==> src/rtl/fp_addsub_rne.sv <==
// rtl/fp_addsub_rne.sv - multi-cycle parametrised floating-point adder/subtractor, round-to-nearest-even
module fp_addsub_rne #(
  parameter int EXP_W = 8,
  parameter int MAN_W = 23
) (
  input  logic                 clock,
  input  logic                 reset,
  input  logic                 start,
  input  logic                 op,
  input  logic [EXP_W+MAN_W:0] data_a,
  input  logic [EXP_W+MAN_W:0] data_b,
  output logic                 busy,
  output logic                 ready,
  output logic [EXP_W+MAN_W:0] data_o,
  output logic                 flag_inv,
  output logic                 flag_ovf,
  output logic                 flag_unf,
  output logic                 flag_inx
);
  localparam int W       = 1 + EXP_W + MAN_W;
  localparam int SW      = MAN_W + 4;
  localparam int LZW     = $clog2(SW);
  localparam int EW      = ((EXP_W > LZW) ? EXP_W : LZW) + 2;
  localparam int EXP_MAX = (1 << EXP_W) - 1;
  localparam logic [W-1:0] QNAN = {1'b0, {EXP_W{1'b1}}, 1'b1, {(MAN_W-1){1'b0}}};

  typedef enum logic [2:0] {S_IDLE, S_ALIGN, S_ADD, S_NORM, S_ROUND, S_DONE} state_t;

  state_t state_q, state_d;
  logic   accept;

  logic [W-1:0]            a_q, b_q;
  logic                    op_q;
  logic                    sign_q, sub_q, spec_q, spec_inv_q, zero_q;
  logic [EXP_W-1:0]        exp_q;
  logic [SW-1:0]           sig_l_q, sig_s_q, nsig_q;
  logic [W-1:0]            spec_res_q, data_o_q;
  logic [SW:0]             sum_q;
  logic signed [EW-1:0]    nexp_q;
  logic [3:0]              flags_q;

  logic                    sa, sb, a_zero, b_zero, a_inf, b_inf, a_nan, b_nan, swap;
  logic [EXP_W-1:0]        ea, eb, ediff, exp_d;
  logic [MAN_W-1:0]        fa, fb, frac;
  logic [SW-1:0]           sig_l_d, sig_s_d, small_base, lost_mask, nsig_d;
  logic                    sign_d, sub_d, spec_d, spec_inv_d, zero_d, round_up;
  logic [W-1:0]            spec_res_d, res_d;
  logic [SW:0]             sum_d;
  logic [LZW-1:0]          lz;
  logic signed [EW-1:0]    nexp_d, rexp;
  logic [MAN_W+1:0]        mant;
  logic [3:0]              flags_d;

  always_ff @(posedge clock or negedge reset) begin
    if (!reset) state_q <= S_IDLE;
    else        state_q <= state_d;
  end

  always_comb begin
    state_d = state_q;
    accept  = 1'b0;
    case (state_q)
      S_IDLE:  if (start) begin state_d = S_ALIGN; accept = 1'b1; end
      S_ALIGN: state_d = S_ADD;
      S_ADD:   state_d = S_NORM;
      S_NORM:  state_d = S_ROUND;
      S_ROUND: state_d = S_DONE;
      S_DONE:  begin
        state_d = start ? S_ALIGN : S_IDLE;
        accept  = start;
      end
      default: state_d = S_IDLE;
    endcase
  end

  assign busy     = (state_q == S_ALIGN) || (state_q == S_ADD) ||
                    (state_q == S_NORM)  || (state_q == S_ROUND);
  assign ready    = (state_q == S_DONE);
  assign data_o   = data_o_q;
  assign flag_inv = flags_q[3];
  assign flag_ovf = flags_q[2];
  assign flag_unf = flags_q[1];
  assign flag_inx = flags_q[0];

  // Operand decode, swap so A holds the larger magnitude, and align B with a sticky tail
  always_comb begin
    sa         = a_q[W-1];
    sb         = b_q[W-1] ^ op_q;
    ea         = a_q[W-2 -: EXP_W];
    eb         = b_q[W-2 -: EXP_W];
    fa         = a_q[MAN_W-1:0];
    fb         = b_q[MAN_W-1:0];
    a_zero     = (ea == '0);
    b_zero     = (eb == '0);
    a_inf      = (ea == '1) && (fa == '0);
    b_inf      = (eb == '1) && (fb == '0);
    a_nan      = (ea == '1) && (fa != '0);
    b_nan      = (eb == '1) && (fb != '0);
    swap       = {eb, fb} > {ea, fa};
    sign_d     = swap ? sb : sa;
    sub_d      = sa ^ sb;
    exp_d      = swap ? eb : ea;
    ediff      = swap ? (eb - ea) : (ea - eb);
    sig_l_d    = swap ? {1'b1, fb, 3'b000} : {1'b1, fa, 3'b000};
    small_base = swap ? {1'b1, fa, 3'b000} : {1'b1, fb, 3'b000};
    lost_mask  = ~({SW{1'b1}} << ediff);
    if (32'(ediff) >= 32'(SW - 1)) begin
      sig_s_d = {{(SW-1){1'b0}}, 1'b1};
    end else begin
      sig_s_d    = small_base >> ediff;
      sig_s_d[0] = sig_s_d[0] | (|(small_base & lost_mask));
    end

    spec_d     = 1'b1;
    spec_inv_d = 1'b0;
    spec_res_d = QNAN;
    if (a_nan || b_nan)                  spec_inv_d = 1'b1;
    else if (a_inf && b_inf && sa != sb) spec_inv_d = 1'b1;
    else if (a_inf)                      spec_res_d = {sa, ea, fa};
    else if (b_inf)                      spec_res_d = {sb, eb, fb};
    else if (a_zero && b_zero)           spec_res_d = {sa & sb, {(W-1){1'b0}}};
    else if (a_zero)                     spec_res_d = {sb, eb, fb};
    else if (b_zero)                     spec_res_d = {sa, ea, fa};
    else                                 spec_d = 1'b0;
  end

  always_comb begin
    sum_d = sub_q ? ({1'b0, sig_l_q} - {1'b0, sig_s_q})
                  : ({1'b0, sig_l_q} + {1'b0, sig_s_q});
  end

  // Highest set bit wins, so the ascending scan leaves the leading-zero count
  always_comb begin
    lz = '0;
    for (int i = 0; i < SW; i++) begin
      if (sum_q[i]) lz = LZW'(SW - 1 - i);
    end
    zero_d = (sum_q == '0);
    if (sum_q[SW]) begin
      nsig_d = {sum_q[SW:2], sum_q[1] | sum_q[0]};
      nexp_d = EW'(exp_q) + EW'(1);
    end else begin
      nsig_d = sum_q[SW-1:0] << lz;
      nexp_d = EW'(exp_q) - EW'(lz);
    end
  end

  always_comb begin
    round_up = nsig_q[2] & (nsig_q[1] | nsig_q[0] | nsig_q[3]);
    mant     = {1'b0, nsig_q[SW-1:3]} + (MAN_W+2)'(round_up);
    rexp     = nexp_q;
    frac     = mant[MAN_W-1:0];
    if (mant[MAN_W+1]) begin
      rexp = nexp_q + EW'(1);
      frac = mant[MAN_W:1];
    end
    res_d   = {sign_q, rexp[EXP_W-1:0], frac};
    flags_d = {3'b000, |nsig_q[2:0]};
    if (spec_q) begin
      res_d   = spec_res_q;
      flags_d = {spec_inv_q, 3'b000};
    end else if (zero_q) begin
      res_d   = '0;
      flags_d = '0;
    end else if (rexp >= EW'(EXP_MAX)) begin
      res_d   = {sign_q, {EXP_W{1'b1}}, {MAN_W{1'b0}}};
      flags_d = 4'b0101;
    end else if (rexp < EW'(1)) begin
      res_d   = {sign_q, {(W-1){1'b0}}};
      flags_d = 4'b0011;
    end
  end

  always_ff @(posedge clock or negedge reset) begin
    if (!reset) begin
      a_q        <= '0;
      b_q        <= '0;
      op_q       <= 1'b0;
      sign_q     <= 1'b0;
      sub_q      <= 1'b0;
      exp_q      <= '0;
      sig_l_q    <= '0;
      sig_s_q    <= '0;
      spec_q     <= 1'b0;
      spec_inv_q <= 1'b0;
      spec_res_q <= '0;
      sum_q      <= '0;
      nsig_q     <= '0;
      nexp_q     <= '0;
      zero_q     <= 1'b0;
      data_o_q   <= '0;
      flags_q    <= '0;
    end else begin
      if (accept) begin
        a_q  <= data_a;
        b_q  <= data_b;
        op_q <= op;
      end
      if (state_q == S_ALIGN) begin
        sign_q     <= sign_d;
        sub_q      <= sub_d;
        exp_q      <= exp_d;
        sig_l_q    <= sig_l_d;
        sig_s_q    <= sig_s_d;
        spec_q     <= spec_d;
        spec_inv_q <= spec_inv_d;
        spec_res_q <= spec_res_d;
      end
      if (state_q == S_ADD) sum_q <= sum_d;
      if (state_q == S_NORM) begin
        nsig_q <= nsig_d;
        nexp_q <= nexp_d;
        zero_q <= zero_d;
      end
      if (state_q == S_ROUND) begin
        data_o_q <= res_d;
        flags_q  <= flags_d;
      end
    end
  end
endmodule

==> config.mk <==
export PLATFORM = sky130hd
export DESIGN_NAME = fp_addsub_rne
export DESIGN_NICKNAME = d
export VERILOG_FILES = /design/src/rtl/fp_addsub_rne.sv
export SDC_FILE = /design/constraint.sdc
export NUM_CORES = 1
export LEC_CHECK = 0
export CAP_MARGIN = 30
export CORE_ASPECT_RATIO = 0.8
export CORE_MARGIN = 3
export CORE_UTILIZATION = 55
export DETAILED_ROUTE_END_ITERATION = 8
export HOLD_SLACK_MARGIN = 0.08
export PLACE_DENSITY = 0.74
export RECOVER_POWER = 100
export SYNTH_ARGS = -nofsm -noshare
export SYNTH_HDL_FRONTEND = slang
export SYNTH_SLANG_ARGS = --single-unit
export TNS_END_PERCENT = 10
==> constraint.sdc <==
create_clock -name clock -period 6.9 [get_ports clock]
set_input_delay 1.035 -clock clock [delete_from_list [all_inputs] [get_ports clock]]
set_output_delay 1.035 -clock clock [all_outputs]
set_load 0.02 [all_outputs]
## After elaboration in Yosys (flattened, before gate mapping)

Index checks and enable logic that the tools add are counted.

- Flip-flop bits (word level): 268
- Output and inout port bits: 38
- Word-level logic and storage cells: 140
- Input bits: 68

- Mux-type cells: 67
- Equality and inequality tests: 9
- Shifts and indexed selects: 3
- Bitwise logic cells: 10
- Reductions and logical operators: 21
- Add/sub/neg operators: 8
- $lt $le $gt $ge: 4

Operators with widths:

| operator | count |
|---|---|
| 2-to-1 mux 32 bit | 9 |
| 2-to-1 mux 5 bit | 27 |
| 2-to-1 mux 31 bit | 2 |
| 2-to-1 mux 27 bit | 2 |
| 2-to-1 mux 26 bit | 2 |
| logical NOT 23 bit | 2 |
| nonzero test 23 bit | 2 |
| > comparator 31 bit | 1 |
| adder 27 x 27 -> 28 bit | 1 |
| logical NOT 28 bit | 1 |
| 2-to-1 mux 28 bit | 1 |
| subtractor 27 x 27 -> 28 bit | 1 |
| AND 27 bit | 1 |
| inverter 27 bit | 1 |
| OR reduction 27 bit | 1 |
| << shifter 27 x 5 -> 27 bit | 1 |
| << shifter 27 x 8 -> 27 bit (first input constant) | 1 |
| >> shifter 27 x 8 -> 27 bit | 1 |
| adder 24 x 1 -> 25 bit | 1 |
| 2-to-1 mux 23 bit | 1 |
| 2-to-1 mux 10 bit | 2 |
| case mux 3 bit (6 select lines) | 1 |
| == test 8 bit (second input constant) | 2 |
| logical NOT 8 bit | 2 |
| 25 further kinds | 56 |

## Depth between registers and ports, before layout

- Depth in word-level cells: 29
- Gate-level depth with buffers: 22
- Gate-level depth less buffers: 22

## Worst setup path before layout

OpenSTA, ideal clock, no wires.

- Path type: reg-to-reg
- From: reg sig_s_q[0]
- To: reg sum_q[27]
- Path slack: 2.997 ns
- Path buffers: 0
- Setup time: 0.136 ns
- Arrival: 3.767 ns
- Clock period less this slack: 3.903 ns
- Stages on the path, launching flop included: 22
- Path through: dfrtp_1 -> inv_1 -> ha_1 -> nor2b_1 -> nand2_1 -> nor2_1 -> nand2_1 -> nor4_1 -> a21oi_1 -> xnor2_1 -> ha_1 -> a21oi_1 -> nor2b_1 -> o21a_1 -> nor3_1 -> o21ai_0 -> a21o_1 -> a21o_1 -> a221o_1 -> a21oi_1 -> xnor2_1 -> o21ai_0

- Cells in the longest elaborated chain, start to end: 2

RTL lines:

| item | RTL line | source |
|---|---|---|
| start, declared | 36 | `logic [SW-1:0] sig_l_q, sig_s_q, nsig_q;` |
| start signal, assigned | 204 | `sig_s_q <= sig_s_d;` |
| adder 27 x 27 -> 28 bit or subtractor 27 x 27 -> 28 bit (tied branches) | 129, 128 |  |
| 2-to-1 mux 28 bit * | 128 | `sum_d = sub_q ? ({1'b0, sig_l_q} - {1'b0, sig_s_q})` |
| end signal, assigned | 209 | `if (state_q == S_ADD) sum_q <= sum_d;` |
| end, declared | 38 | `logic [SW:0] sum_q;` |

Every way passes the cells marked *; elsewhere a longest branch is shown, timed or not.
A chain may end at the register's enable or synchronous reset.

## Final worst setup path

- From: reg a_q[23]
- To: reg sig_s_q[1]

- Cells in the longest elaborated chain, start to end: 4

RTL lines:

| item | RTL line | source |
|---|---|---|
| start, declared | 32 | `logic [W-1:0] a_q, b_q;` |
| start signal, assigned | 195 | `a_q <= data_a;` |
| > comparator 31 bit or subtractor 8 bit (tied branches) | 99, 103 |  |
| 2-to-1 mux 26 bit or 2-to-1 mux 8 bit (tied branches) | 105, 103 |  |
| >> shifter 27 x 8 -> 27 bit or greater-or-equal comparator 8 x 5 -> 1 bit (tied branches) | 110, 107 |  |
| 2-to-1 mux 27 bit * | 107 | `if (32'(ediff) >= 32'(SW - 1)) begin` |

Marked as above.

==> results.yml <==
outcome:
  run_status: "complete, but fails checks"
  violations: "capacitance limit, slew limit"
global_routing:
  grtUsageMet1_pct: 48.0
  grtUsageMet3_pct: 10.7
  grt_overflow: 0
  grt_pass1_vias: 17200
  antenna_found_initial: 1
  grt_use_total_pct: 34.4
  met2_usage_pct: 52.3
  busiest_layer: "met2"
  grt_first_pass_wirelength_um: 101000
  grt_max_degree: 158
routing:
  dr.first_iter.drc_count: 2434
  ant_nets: 0
  wl_per_cell_um: 23.2
  wl_um: 65300
  dr.pass1.iters: 6
  routed-via-count: 18200
  viasPerCell: 6.46
  drc_errors: 0
hold_path:
  hold_depth: 2
  hold_path.class: "reg2reg"
logic_synthesis:
  netlist.area_leader.share_pct: 34.7
  synth_cell_types: 97
  synth_edf_count: 0
  synthCells: 2314
  async_flop_share_pct: 100
  seq_area_frac_synth_pct: 34.7
  yosys_most_used_dff: "dfrtp_1"
  yosysWarnings: 0
  synthesis.nets: 2458
  synth_area_per_cell_um2: 8.26
  ys_seq_elements: 265
  synth_area_leader_cell: "dfrtp_1"
  synth.cell_area_um2: 19100
  yosys-top-cells-area: "dfrtp_1, o21ai_0, nand2_1"
cts:
  cts_root_buffer: "clkbuf_16"
  cts.sinks: 265
  ctsLongestPathBuffers: 3
  cts_setup_buffers: 0
  cts_resized: 0
  cts.hold.buffers_added: 0
  insertion_delay_ns: 0.60
  h-tree-depth: 1
  numCtsBuffers: 30
  tritoncts: "done"
  clk_pin_slew_ns: 0.06
floorplan:
  ioPinCount: 106
  start_util_pct: 56.3
  die_height_um: 173
  dieArea_um2: 37000
  coreArea_um2: 33900
  rows: 60
  die-width_um: 214
layout:
  final_cells: 2814
  nets: 2469
  area_growth_pct: 11.6
  mostFrequentLayoutCell: "nand2_1"
  filler_cell_count: 3042
  final_cell_mix: "nand2_1, dfrtp_1, o21ai_0"
  layout-drive-gt1-share_pct: 7.15
  antenna_cells: 0
  layout.core_utilization_pct: 62.8
timing:
  hold_slack_ns: 0.472
  rsz0062_at_grt: "no"
  finalClockSkew_ns: 0.0143
  period_minus_slack_ns: 6.00
  fmax_ghz: 0.167
  worstMarginPinSlew_ns: 4.94
  min_period_over_period_pct: 87.0
  hold_viol: 0
  relSlewSlack_pct: -229
  setup_tns_ns: 0
  setup-violations-final: 0
  slew_violations: 330
critical_path:
  cp-end-kind: "register"
  slowest_stage: "ha_1"
  critPathArrivalTime_ns: 6.48
  reg2reg_depth: 14
  crit_fanout: 54
  crit_top_cell: "o311ai_0"
  criticalPathCategory: "reg2reg"
  crit_chain: "inv_1 > ha_1 > o21ai_0 > a211oi_1 > a21bo_1 > o22a_1 > nand2_4 > a21oi_1 > xnor2_1 > clkbuf_1 > o2111ai_4 > nor2_1 > o311ai_0 > o311ai_0"
  start_kind: "register"
  slowest_delay_ns: 0.85
  critPathRequiredTime_ns: 7.37
flow_run:
  cap_violations: 6
placement:
  dp_cells: 2758
  dp_hpwl_um: 48900
  gp_congestion: 1.01
  io_buffers: 105
[kinds of logic (layout without fill, tap and decap cells)]
logic type,Yosys count,after routing,share of synthesized area [%]
simple gates,789,789,19.1
buf+inv,241,276,5.09
compound gates,731,731,23.6
xor+xnor,88,88,4.11
flops,265,265,34.7
mux,124,124,8.34
fa+ha+maj,76,76,5.10
[layer usage]
layer  up-vias  share of wire [%]
met3       138                 11
met2       877                 44
met5         -              0.020
li1       8399                  -
met1      8774                 42
met4         2                3.0
[sequential cells by signal, indices dropped and copies added (netlist names), 10 cells and up]
signal / flops
a_q: 32
sum_q: 28
nexp_q: 10
sig_l_q: 24
spec_res_q: 32
sig_s_q: 27
data_o: 32
b_q: 32
nsig_q: 27
[layout make-up]
type,instances,area (um^2),area share (%)
tap,465,582,2.73
clock buffer,39,855,4.01
inverter,88,330,1.55
clock inverter,17,158,0.740
multi-input combinational,1808,11500,53.9
sequential,265,6630,31.1
timing repair buffer,132,1270,5.96
[worst max-delay path: cells and delay by family (launching register included)]
family                     cells  cell delay [ns]
AOI/OAI and AO/OA              8             2.23
and+or+nand+nor                2             0.97
adders and majority gates      1             0.85
buffers and inverters          2             0.72
xor gates and xnor gates       1             0.69
DFF                            1             0.39
[path summary, 6_finish.rpt]
check / to / startpoint / slack (ns)
worst max-delay path: sig_s_q[1] / a_q[23] / 0.90
worst min-delay path: data_o[11] / data_o[11] / 0.47
worst max register to register: sig_s_q[1] / a_q[23] / 0.90
worst min register to register: data_o[11] / data_o[11] / 0.47
max in group asynchronous: b_q[5] / reset / 1.76
min in group asynchronous: flags_q[1] / reset / 2.37
[metrics by stage]
stage                     cell area (um^2)  setup WS [ns]
final                                21300          0.896
after global routing                 21300          0.581
after global placement               20300           1.73
after floorplan                      19100           3.00
after detailed placement             20400           1.64
after CTS                            21400           1.60
[Yosys cell counts (5+ instances only)]
| master | n |
|---|---|
| a32oi_1 | 5 |
| a22oi_1 | 35 |
| nor2_1 | 205 |
| or3_1 | 7 |
| and3_1 | 14 |
| nor4_1 | 30 |
| nand4_1 | 25 |
| and2_1 | 9 |
| o22a_1 | 6 |
| buf_1 | 15 |
| a31oi_1 | 22 |
| o21a_1 | 10 |
| a21boi_0 | 5 |
| nand2_1 | 312 |
| o211ai_1 | 19 |
| o21bai_1 | 9 |
| a311oi_1 | 5 |
| o22ai_1 | 14 |
| ha_1 | 73 |
| a211o_1 | 5 |
| buf_4 | 5 |
| dfrtp_1 | 265 |
| nor2b_1 | 17 |
| o32a_1 | 5 |
| o221ai_1 | 13 |
| a21oi_1 | 215 |
| a21o_1 | 18 |
| inv_1 | 85 |
| o31ai_1 | 17 |
| nor3_1 | 48 |
| buf_2 | 19 |
| mux2i_1 | 52 |
| nand2b_1 | 15 |
| mux2_2 | 49 |
| clkbuf_1 | 109 |
| nand3_1 | 58 |
| xor2_1 | 19 |
| o21ai_0 | 242 |
| mux4_2 | 21 |
| and4_1 | 7 |
| xnor2_1 | 67 |
| nor3b_1 | 6 |
| a221oi_1 | 20 |
| a22o_1 | 8 |
| a211oi_1 | 16 |
Power is not shown: default switching activity piles up to over one toggle a cycle in this logic, so the estimate is an artifact.
